### src/rtl/bus_pkg.sv
// Bus word layout and controller encodings for the snooping MSI bus.
// The cpu model uses the same package.
package bus_pkg;

  localparam int BUS_W     = 13;
  localparam int BUS_WB    = 12;
  localparam int BUS_ABORT = 11;
  localparam int BUS_REQ   = 10;
  localparam int BUS_RM    = 9;
  localparam int BUS_WM    = 8;
  localparam int BUS_INV   = 7;

  localparam int ADDR_HI   = 6;
  localparam int ADDR_LO   = 4;
  localparam int DATA_HI   = 3;
  localparam int DATA_LO   = 0;
  localparam int ADDR_W    = 3;
  localparam int DATA_W    = 4;
  localparam int MEM_DEPTH = 8;

  typedef enum logic [1:0] {MSG_NONE, MSG_RM, MSG_WM, MSG_INV} msg_t;

  typedef enum logic [2:0] {ST_IDLE, ST_BCAST, ST_SNOOP, ST_MEMRD, ST_RESP} state_t;

  // Input is bus bits [9:7]; read miss outranks write miss outranks invalidate.
  function automatic msg_t msg_decode(input logic [2:0] type_bits);
    if (type_bits[2]) return MSG_RM;
    if (type_bits[1]) return MSG_WM;
    if (type_bits[0]) return MSG_INV;
    return MSG_NONE;
  endfunction

  function automatic logic [2:0] msg_bits(input msg_t m);
    case (m)
      MSG_RM:  return 3'b100;
      MSG_WM:  return 3'b010;
      MSG_INV: return 3'b001;
      default: return 3'b000;
    endcase
  endfunction

endpackage

### src/rtl/rr_arbiter.sv
// Combinational round-robin arbiter: the search starts at ptr and wraps.
// The pointer register lives in the caller.
module rr_arbiter #(
  parameter int N = 3,
  localparam int IDW = (N > 1) ? $clog2(N) : 1
) (
  input  logic [N-1:0]   req,
  input  logic [IDW-1:0] ptr,
  output logic [N-1:0]   grant,
  output logic [IDW-1:0] grant_id,
  output logic           any
);

  int idx;

  always_comb begin
    grant    = '0;
    grant_id = '0;
    any      = 1'b0;
    idx      = 0;
    for (int k = 0; k < N; k++) begin
      idx = (int'(ptr) + k) % N;
      if (!any && req[idx]) begin
        any        = 1'b1;
        grant[idx] = 1'b1;
        grant_id   = IDW'(idx);
      end
    end
  end

endmodule

### src/rtl/bus_memory_ctrl.sv
// Shared-bus responder and 8x4 main memory for the snooping MSI caches.
// Defining BUS_MEM_STATS_EN adds saturating per-type transaction counters.
//
// state    | meaning
// IDLE     | arbitrate; latch requester, address and type
// BCAST    | rebroadcast the message to every other CPU
// SNOOP    | collect write-back/abort replies for SNOOP_CYCLES cycles
// MEMRD    | memory read latency for a read miss with no owner
// RESP     | data-valid word to the requester, then retire
module bus_memory_ctrl
  import bus_pkg::*;
#(
  parameter int NCPU         = 3,
  parameter int SNOOP_CYCLES = 2,
  parameter int MEM_LAT      = 2
) (
  input  logic                  clock,
  input  logic                  reset_n,
  input  logic [NCPU*BUS_W-1:0] bus_from_cpu,
  output logic [NCPU*BUS_W-1:0] bus_to_cpu,
  output logic                  busy
`ifdef BUS_MEM_STATS_EN
  ,
  output logic [15:0]           stat_rd,
  output logic [15:0]           stat_wr,
  output logic [15:0]           stat_inv,
  output logic [15:0]           stat_wb
`endif
);

  localparam int IDW   = (NCPU > 1) ? $clog2(NCPU) : 1;
  localparam int CNT_W = 16;

  state_t            state_q, state_d;
  msg_t              type_q, type_d;
  logic [IDW-1:0]    g_q, g_d, rr_q, rr_d, arb_id, retire_id;
  logic [ADDR_W-1:0] addr_q, addr_d;
  logic [DATA_W-1:0] data_q, data_d, snoop_data;
  logic [CNT_W-1:0]  cnt_q, cnt_d;
  logic              captured_q, captured_d, busy_q, busy_d;
  logic [NCPU-1:0]   served_q, served_d, req_vec, elig, arb_grant;
  logic              arb_any, retire, snoop_hit;
  logic [BUS_W-1:0]  from_w [NCPU];
  logic [BUS_W-1:0]  to_q [NCPU];
  logic [BUS_W-1:0]  to_d [NCPU];
  logic [DATA_W-1:0] mem_q [MEM_DEPTH];
  logic [DATA_W-1:0] mem_d [MEM_DEPTH];

  for (genvar i = 0; i < NCPU; i++) begin : g_port
    assign from_w[i]                      = bus_from_cpu[i*BUS_W +: BUS_W];
    assign req_vec[i]                     = from_w[i][BUS_REQ];
    assign bus_to_cpu[i*BUS_W +: BUS_W]   = to_q[i];
  end

  assign elig = req_vec & ~served_q;
  assign busy = busy_q;

  rr_arbiter #(.N(NCPU)) u_arb (
    .req      (elig),
    .ptr      (rr_q),
    .grant    (arb_grant),
    .grant_id (arb_id),
    .any      (arb_any)
  );

  function automatic logic [BUS_W-1:0] bcast_word(input msg_t m, input logic [ADDR_W-1:0] a);
    return {3'b000, msg_bits(m), a, 4'h0};
  endfunction

  function automatic logic [BUS_W-1:0] resp_word(input logic [ADDR_W-1:0] a,
                                                 input logic [DATA_W-1:0] d);
    return {3'b001, 3'b000, a, d};
  endfunction

  always_comb begin
    state_d    = state_q;
    type_d     = type_q;
    g_d        = g_q;
    addr_d     = addr_q;
    data_d     = data_q;
    cnt_d      = cnt_q;
    captured_d = captured_q;
    busy_d     = busy_q;
    rr_d       = rr_q;
    mem_d      = mem_q;
    // A requester that drops bit 10 becomes eligible again.
    served_d   = served_q & req_vec;
    retire     = 1'b0;
    retire_id  = g_q;
    snoop_hit  = 1'b0;
    snoop_data = '0;
    for (int i = 0; i < NCPU; i++) to_d[i] = '0;

    case (state_q)
      ST_IDLE: begin
        if (arb_any) begin
          g_d        = arb_id;
          addr_d     = from_w[arb_id][ADDR_HI:ADDR_LO];
          type_d     = msg_decode(from_w[arb_id][BUS_RM:BUS_INV]);
          captured_d = 1'b0;
          if (type_d == MSG_NONE) begin
            retire    = 1'b1;
            retire_id = arb_id;
          end else begin
            busy_d  = 1'b1;
            state_d = ST_BCAST;
            for (int j = 0; j < NCPU; j++)
              if (!arb_grant[j]) to_d[j] = bcast_word(type_d, addr_d);
          end
        end
      end
      ST_BCAST: begin
        state_d = ST_SNOOP;
        cnt_d   = CNT_W'(SNOOP_CYCLES - 1);
      end
      ST_SNOOP: begin
        if (!captured_q) begin
          for (int j = 0; j < NCPU; j++) begin
            if (!snoop_hit && IDW'(j) != g_q &&
                (from_w[j][BUS_WB] || from_w[j][BUS_ABORT]) &&
                from_w[j][ADDR_HI:ADDR_LO] == addr_q) begin
              snoop_hit  = 1'b1;
              snoop_data = from_w[j][DATA_HI:DATA_LO];
            end
          end
        end
        if (snoop_hit) begin
          captured_d    = 1'b1;
          data_d        = snoop_data;
          mem_d[addr_q] = snoop_data;
        end
        if (cnt_q == '0) begin
          if (type_q != MSG_RM) begin
            retire = 1'b1;
          end else if (captured_d) begin
            state_d  = ST_RESP;
            to_d[g_q] = resp_word(addr_q, data_d);
          end else begin
            state_d = ST_MEMRD;
            cnt_d   = CNT_W'(MEM_LAT - 1);
          end
        end else begin
          cnt_d = cnt_q - CNT_W'(1);
        end
      end
      ST_MEMRD: begin
        if (cnt_q == '0) begin
          state_d   = ST_RESP;
          data_d    = mem_q[addr_q];
          to_d[g_q] = resp_word(addr_q, mem_q[addr_q]);
        end else begin
          cnt_d = cnt_q - CNT_W'(1);
        end
      end
      ST_RESP: retire = 1'b1;
      default: state_d = ST_IDLE;
    endcase

    if (retire) begin
      served_d[retire_id] = 1'b1;
      rr_d    = (retire_id == IDW'(NCPU - 1)) ? '0 : retire_id + IDW'(1);
      busy_d  = 1'b0;
      state_d = ST_IDLE;
    end
  end

  always_ff @(posedge clock or negedge reset_n) begin
    if (!reset_n) begin
      state_q    <= ST_IDLE;
      type_q     <= MSG_NONE;
      g_q        <= '0;
      addr_q     <= '0;
      data_q     <= '0;
      cnt_q      <= '0;
      captured_q <= 1'b0;
      busy_q     <= 1'b0;
      rr_q       <= '0;
      served_q   <= '0;
      for (int i = 0; i < NCPU; i++) to_q[i] <= '0;
      for (int a = 0; a < MEM_DEPTH; a++) mem_q[a] <= DATA_W'(a);
    end else begin
      state_q    <= state_d;
      type_q     <= type_d;
      g_q        <= g_d;
      addr_q     <= addr_d;
      data_q     <= data_d;
      cnt_q      <= cnt_d;
      captured_q <= captured_d;
      busy_q     <= busy_d;
      rr_q       <= rr_d;
      served_q   <= served_d;
      for (int i = 0; i < NCPU; i++) to_q[i] <= to_d[i];
      for (int a = 0; a < MEM_DEPTH; a++) mem_q[a] <= mem_d[a];
    end
  end

`ifdef BUS_MEM_STATS_EN
  logic [15:0] st_rd_q, st_rd_d, st_wr_q, st_wr_d, st_inv_q, st_inv_d, st_wb_q, st_wb_d;
  msg_t        retire_type;

  function automatic logic [15:0] sat_inc(input logic [15:0] v, input logic en);
    return (en && v != 16'hFFFF) ? v + 16'd1 : v;
  endfunction

  // A retire from IDLE is a request with no type bits and is not counted.
  assign retire_type = (state_q == ST_IDLE) ? MSG_NONE : type_q;

  always_comb begin
    st_rd_d  = sat_inc(st_rd_q,  retire && retire_type == MSG_RM);
    st_wr_d  = sat_inc(st_wr_q,  retire && retire_type == MSG_WM);
    st_inv_d = sat_inc(st_inv_q, retire && retire_type == MSG_INV);
    st_wb_d  = sat_inc(st_wb_q,  snoop_hit);
  end

  always_ff @(posedge clock or negedge reset_n) begin
    if (!reset_n) begin
      st_rd_q  <= '0;
      st_wr_q  <= '0;
      st_inv_q <= '0;
      st_wb_q  <= '0;
    end else begin
      st_rd_q  <= st_rd_d;
      st_wr_q  <= st_wr_d;
      st_inv_q <= st_inv_d;
      st_wb_q  <= st_wb_d;
    end
  end

  assign stat_rd  = st_rd_q;
  assign stat_wr  = st_wr_q;
  assign stat_inv = st_inv_q;
  assign stat_wb  = st_wb_q;
`endif

endmodule

### config.mk
export PLATFORM = sky130hd
export DESIGN_NAME = bus_memory_ctrl
export DESIGN_NICKNAME = d
export VERILOG_FILES = /design/src/rtl/bus_pkg.sv /design/src/rtl/rr_arbiter.sv /design/src/rtl/bus_memory_ctrl.sv
export SDC_FILE = /design/constraint.sdc
export NUM_CORES = 1
export LEC_CHECK = 0
export CAP_MARGIN = 20
export CORE_UTILIZATION = 50
export CTS_BUF_LIST = sky130_fd_sc_hd__clkbuf_8 sky130_fd_sc_hd__clkbuf_16
export CTS_CLUSTER_DIAMETER = 100
export CTS_CLUSTER_SIZE = 8
export DETAILED_ROUTE_END_ITERATION = 16
export GPL_TIMING_DRIVEN = 0
export PLACE_DENSITY = 0.77
export SYNTH_ARGS = -nofsm -noshare
export SYNTH_HDL_FRONTEND = slang
export SYNTH_SLANG_ARGS = --single-unit
### constraint.sdc
create_clock -name clock -period 3.2 [get_ports clock]
set_input_delay 0.96 -clock clock [delete_from_list [all_inputs] [get_ports clock]]
set_output_delay 0.96 -clock clock [all_outputs]
set_load 0.02 [all_outputs]
==> impl_metrics.csv, run 1 <==
group,metric,value,unit
clocking,numCtsBuffers,9,
synthesis,yosysTopAreaCellShare,41.3,%
clocking,cts_sinks,102,
global_routing,grt_pass1_vias,4600,
finish,diodes,0,
clocking,clk_pin_slew,0.10,ns
sta,whs,0.494,ns
sta,tns,0,ns
synthesis,synth_edf_count,0,
detailed_routing,detail-route-antenna-nets,0,
power,power.leakage,0.00294,uW
finish,fin_util,65.9,%
synthesis,netlist_instances,539,
clocking,clockBufferDepth,2,
status,status,"completed",
synthesis,synth_warnings,0,
worst_setup_path,ff2ff_setup_slack,0.13,ns
sta,max_freq,319,MHz
die,core_area,10500,um2
detailed_routing,vias_per_cell,5.86,
die,die_h,106,um
worst_setup_path,cp.required,3.51,ns
finish,design_area,6890,um2
synthesis,synth.cell_area,5450,um2
synthesis,synthMostInstantiatedCell,"dfrtp_1",
worst_setup_path,cp_max_fo,6,
finish,fill_cells,857,
worst_setup_path,r2r-start,"rr_q[0]",
worst_setup_path,critPathArrivalTime,3.45,ns
synthesis,synth-async-reset-ratio,100,%
global_routing,overflow,0,
worst_setup_path,reg2reg_depth,12,
sta,setup_viol,0,
worst_hold_path,hp-class,"input port to async pin",
global_routing,grt_pass1_wl,23000,um
sta,finalClockSkew,0.0110,ns
synthesis,syn_avg_cell_area,10.1,um2
sta,fin_crit_sh,97.9,%
global_routing,grt_usage,26.3,%
sta,slew_headroom,46.1,%
sta,hold_violations,0,
finish,fin_nets,682,
synthesis,synthFlopType,"dfrtp_1",
detailed_routing,drc,0,
synthesis,ys_ff_latch,102,
clocking,clockRootBuffer,"clkbuf_8",
sta,maxSlewViolCount,0,
placement,gp_congestion,0.907,
global_routing,grt_max_degree,75,
worst_setup_path,criticalPathCategory,"input port to flip-flop",
detailed_routing,totalWireLength,14200,um
synthesis,synth_cell_types,66,
synthesis,synth.area.top_cells,"dfrtp_1, mux2_2, dfstp_2",
placement,placed_area,6410,um2
global_routing,antenna_found_initial,0,
die,initial_core_util,52.1,%
detailed_routing,routedWlPerCell,18.3,um
clocking,htree_levels,3,
die,rows,37,
run,max-cap-violations,0,
worst_setup_path,r2r-end,"served_q[0]",
clocking,cts_tree,"done",
die,die_x,106,um
synthesis,yosys-top-cells-count,"dfrtp_1, nor2_1, nand2_1",
placement,dp_hpwl,10200,um
sta,post-route-min-period,3.13,ns
power,power_density,727,nW/um2
detailed_routing,drt_pass1_iterations,5,
synthesis,yosysSeqAreaShare,47.1,%
die,fp.dieArea,11300,um2
worst_setup_path,start_kind,"input port",
placement,place.port_buffers,74,
worst_setup_path,endpoint_kind,"flip-flop",
die,ios,81,
detailed_routing,via_count,4553,
synthesis,synth_top_area_cell,"dfrtp_1",
finish,drive_gt1_share,23.2,%
clocking,clock_latency,0.39,ns
power,vdd_drop_max,0.458,mV
sta,worstMarginPinSlew,0.808,ns
detailed_routing,drt-initial-drc-count,304,
finish,syn_to_final_growth,26.4,%
## stage by stage
stage / setup WS, ns / cells / power [uW]
2_1_floorplan: 0.122 / 544 / 3310
3_3_place_gp: -2.47 / 754 / 3830
3_5_place_dp: -0.842 / 755 / 3900
4_1_cts: 0.0207 / 773 / 4860
5_1_grt: -0.0462 / 777 / 5340
6_report: 0.0662 / 777 / 5010
## cell families (layout without fill, tap and decap cells)
| logic type | count (synthesis) | count (layout) | share of synthesized area (%) |
|---|---|---|---|
| AO/OA/AOI/OAI | 115 | 115 | 14.6 |
| XOR/XNOR | 18 | 18 | 2.89 |
| adder cells (fa/ha/maj) | 5 | 5 | 1.15 |
| buffers and inverters | 40 | 137 | 3.65 |
| flip-flops | 102 | 102 | 47.1 |
| multiplexers | 47 | 47 | 9.93 |
| other | 1 | 6 | 0.0688 |
| AND/OR/NAND/NOR | 211 | 211 | 20.6 |
## cell type report
type / count / area, um2 / area share, %
multi-input combinational: 402 / 2950 / 42.8
sequential: 102 / 2570 / 37.2
timing repair buffer: 83 / 820 / 11.9
tap: 136 / 170 / 2.47
buffer: 28 / 153 / 2.21
clock buffer: 9 / 124 / 1.80
clock inverter: 7 / 73.8 / 1.07
inverter: 10 / 37.5 / 0.545
## metal layers
layer	vias to the layer above	global-route usage (%)	share of wire [%]
met2	160	43.9	50
met3	31	5.15	4.7
met5	-	0	0
li1	2113	-	-
met1	2249	33.2	43
met4	0	11.5	2.6
## flip-flops by register name, indices dropped and copies added, names as in the netlist
name / flops
addr_q: 3
bus_to_cpu: 33
busy: 1
captured_q: 1
cnt_q: 16
data_q: 4
g_q: 2
mem_q: 32
rr_q: 2
served_q: 3
state_q: 3
type_q: 2
## timing repair
action / in CTS / in global routing
hold buffers: 0 / 0
pin swaps: 7 / 9
buffers inserted: 3 / 4
setup endpoints to repair: 87 / 68
gates resized for setup: 30 / 26
gates cloned: 0 / 1
## power breakdown
| group | leakage (uW) | switching, uW | internal [uW] |
|---|---|---|---|
| combinational | 0.00152 | 1490 | 924 |
| sequential | 0.00132 | 228 | 1540 |
| clock | 0.0000933 | 470 | 363 |
## how the worst max path moves through the flow
| stage | start | end | slack [ns] | cells after the start |
|---|---|---|---|---|
| floorplan | bus_from_cpu[5] | mem_q[3] | 0.12 | 9 |
| global placement | reset_n | cnt_q[9] | -2.47 | 1 |
| detailed placement | bus_from_cpu[23] | bus_to_cpu[5] | -0.84 | 8 |
| CTS | bus_from_cpu[11] | mem_q[3] | 0.02 | 10 |
| global route | rr_q[0] | rr_q[0] | -0.05 | 12 |
| finish | bus_from_cpu[32] | cnt_q[6] | 0.07 | 8 |
## cell usage in the layout, fill, tap and decap left out, types with 11 or more instances in the layout
cell,instances
a21oi_1,18
buf_4,17
clkbuf_1,11
clkdlybuf4s50_1,67
dfrtp_1,90
dfstp_2,12
inv_1,11
mux2_2,37
nand2_1,53
nand2b_1,11
nor2_1,59
o21ai_0,27
xnor2_1,12
## worst max-delay path, cell delays in order
cell and delay (ns):
clkdlybuf4s50_1 0.50, xor2_1 0.26, nor4_4 0.11, or4b_4 0.54
a311o_1 0.44, buf_6 0.17, or3_1 0.30, a21oi_1 0.16
(Power assumes the default switching activity.)
==> inputs of run 2 (changes only) <==
ABC_CLOCK_PERIOD_IN_PS = 3200   (was unset)
SETUP_SLACK_MARGIN = 0.2   (was unset)
==> run 2 against run 1 <==
Effect of this change:
- worst setup slack gained 0.13 ns
- critical path type unchanged
- hold slack gained 0.0062 ns
- via count grew 2.6%
- largest cell class unchanged
- wire length grew 2.7%
- clock-buffer cell count grew 1
- first-iteration DRC count shrank 16%
- critical endpoint is now mem_q[3]
- cell count grew 1.5%
==> impl_metrics.csv, run 2 (synthesized netlist as in run 1, its figures left out) <==
group,metric,value,unit
clocking,clk_pin_slew,0.10,ns
sta,hold_violations,0,
worst_setup_path,ff2ff_setup_slack,0.24,ns
die,die_h,106,um
sta,maxSlewViolCount,0,
clocking,clockBufferDepth,2,
detailed_routing,totalWireLength,14600,um
global_routing,grt_pass1_vias,4482,
worst_setup_path,r2r-end,"bus_to_cpu[30]",
finish,final_cell_mix,"dfrtp_1, nor2_1, clkdlybuf4s50_1, nand2_1, mux2_2",
placement,dp_hpwl,10100,um
sta,tns,0,ns
sta,setup_viol,0,
global_routing,grt_pass1_wl,22400,um
finish,design_area,7210,um2
worst_setup_path,start_kind,"input port",
die,initial_core_util,52.1,%
worst_hold_path,hold_depth,2,
finish,fin_nets,694,
sta,slew_headroom,47.8,%
clocking,clock_latency,0.38,ns
placement,gp_congestion,0.902,
worst_setup_path,cp.required,3.47,ns
die,core_area,10500,um2
clocking,clockRootBuffer,"clkbuf_8",
detailed_routing,drt-initial-drc-count,254,
finish,largest_reg_flops,33,
finish,drive_gt1_share,27.6,%
power,p_total,5450,uW
worst_hold_path,worstHoldEndpoint,"data_q[1]",
die,ios,81,
placement,place.port_buffers,74,
die,die_x,106,um
sta,rsz0062_at_grt,"true",
power,power.leakage,0.00315,uW
status,status,"completed",
sta,max_freq,333,MHz
finish,multi_input_comb_area,3080,um2
worst_setup_path,endpoint_kind,"flip-flop",
placement,placed_area,6440,um2
clocking,cts_tree,"done",
detailed_routing,drc,0,
global_routing,overflow,0,
worst_setup_path,reg2reg_depth,10,
detailed_routing,vias_per_cell,5.92,
worst_setup_path,criticalPathCategory,"input port to flip-flop",
detailed_routing,detail-route-antenna-nets,0,
detailed_routing,drt_pass1_iterations,5,
finish,regArea,2570,um2
clocking,cts_hold_buffers,0,
clocking,cts_sinks,102,
finish,fill_cells,779,
global_routing,grt_usage,25.4,%
die,rows,37,
worst_hold_path,hp-class,"flip-flop to flip-flop",
detailed_routing,via_count,4673,
power,vdd_drop_max,0.435,mV
worst_hold_path,hp-start,"data_q[1]",
finish,layout_commonest_cell,"dfrtp_1",
finish,diodes,0,
worst_setup_path,cp_max_fo,4,
power,power_density,757,nW/um2
sta,finalClockSkew,0.0117,ns
sta,fin_crit_sh,93.9,%
run,max-cap-violations,0,
worst_setup_path,critPathArrivalTime,3.28,ns
detailed_routing,routedWlPerCell,18.5,um
sta,worstMarginPinSlew,0.783,ns
global_routing,antenna_found_initial,0,
clocking,htree_levels,3,
finish,syn_to_final_growth,32.2,%
die,fp.dieArea,11300,um2
sta,post-route-min-period,3.00,ns
global_routing,grt_max_degree,58,
clocking,numCtsBuffers,9,
worst_setup_path,r2r-start,"cnt_q[1]",
==> run 2: cell types whose count changed in the layout (fill, tap and decap cells not counted), sizes merged <==
cell and change:
clkdlybuf4s50 -12, buf +11, dlymetal6s2s +11, clkbuf +6, dlygate4sd2 -4, clkinvlp -3
bufinv +2, clkdlybuf4s15 +1
==> run 2: worst max path at each step <==
stage | startpoint | end | slack [ns] | cells past startpoint
after floorplan | bus_from_cpu[4] | mem_q[3] | 0.18 | 9
after global placement | reset_n | cnt_q[9] | -2.46 | 1
after detailed placement | bus_from_cpu[23] | bus_to_cpu[5] | -0.96 | 8
after CTS | bus_from_cpu[18] | cnt_q[13] | 0.20 | 10
after global routing | rr_q[0] | busy | 0.14 | 12
final | bus_from_cpu[5] | mem_q[3] | 0.20 | 10
==> run 2: metal layers <==
metal  global-route usage [%]  vias up  share of wire (%)
met2                     42.6      136                 51
li1                         -     2135                  -
met4                     8.12        0                2.2
met1                     33.5     2375                 43
met3                     4.54       27                4.0
met5                        0        -                  0
==> run 2: critical path, stage by stage <==
cell,delay (ns)
clkbuf_2,0.10
xor2_1,0.17
or4_4,0.56
buf_6,0.14
o21ai_4,0.07
or2_4,0.17
nand2b_4,0.06
nor4_4,0.42
and2b_2,0.30
mux2_4,0.31
==> run 2: what timing repair did <==
action	CTS	global route
cloned	0	2
buffers inserted	5	11
setup endpoints to repair	97	79
resized for setup	36	76
pin swaps	7	26
==> run 2: area by class of cell <==
class	instances	area share (%)
flip-flops and latches	102	35.6
clock buffers	10	1.91
well taps	136	2.36
multi-input cells	402	42.8
repair buffers	93	12.6
plain buffers	30	2.59
clock inverters	6	1.61
inverters	10	0.521
==> run 2: per-stage QoR <==
stage,hold WS (ns),std cells,utilization (%),setup slack (ns)
2_1_floorplan,0.451,544,-,0.180
3_5_place_dp,0.481,755,61.6,-0.963
5_1_grt,0.521,789,68.9,0.136
4_1_cts,0.504,776,65.7,0.197
3_3_place_gp,0.469,754,61.3,-2.46
6_report,0.500,789,68.9,0.195
==> run 2: where the power goes <==
group,internal (uW),total (uW),switching [uW]
clock,548,1020,468
combinational,1060,2660,1600
sequential,1540,1780,235
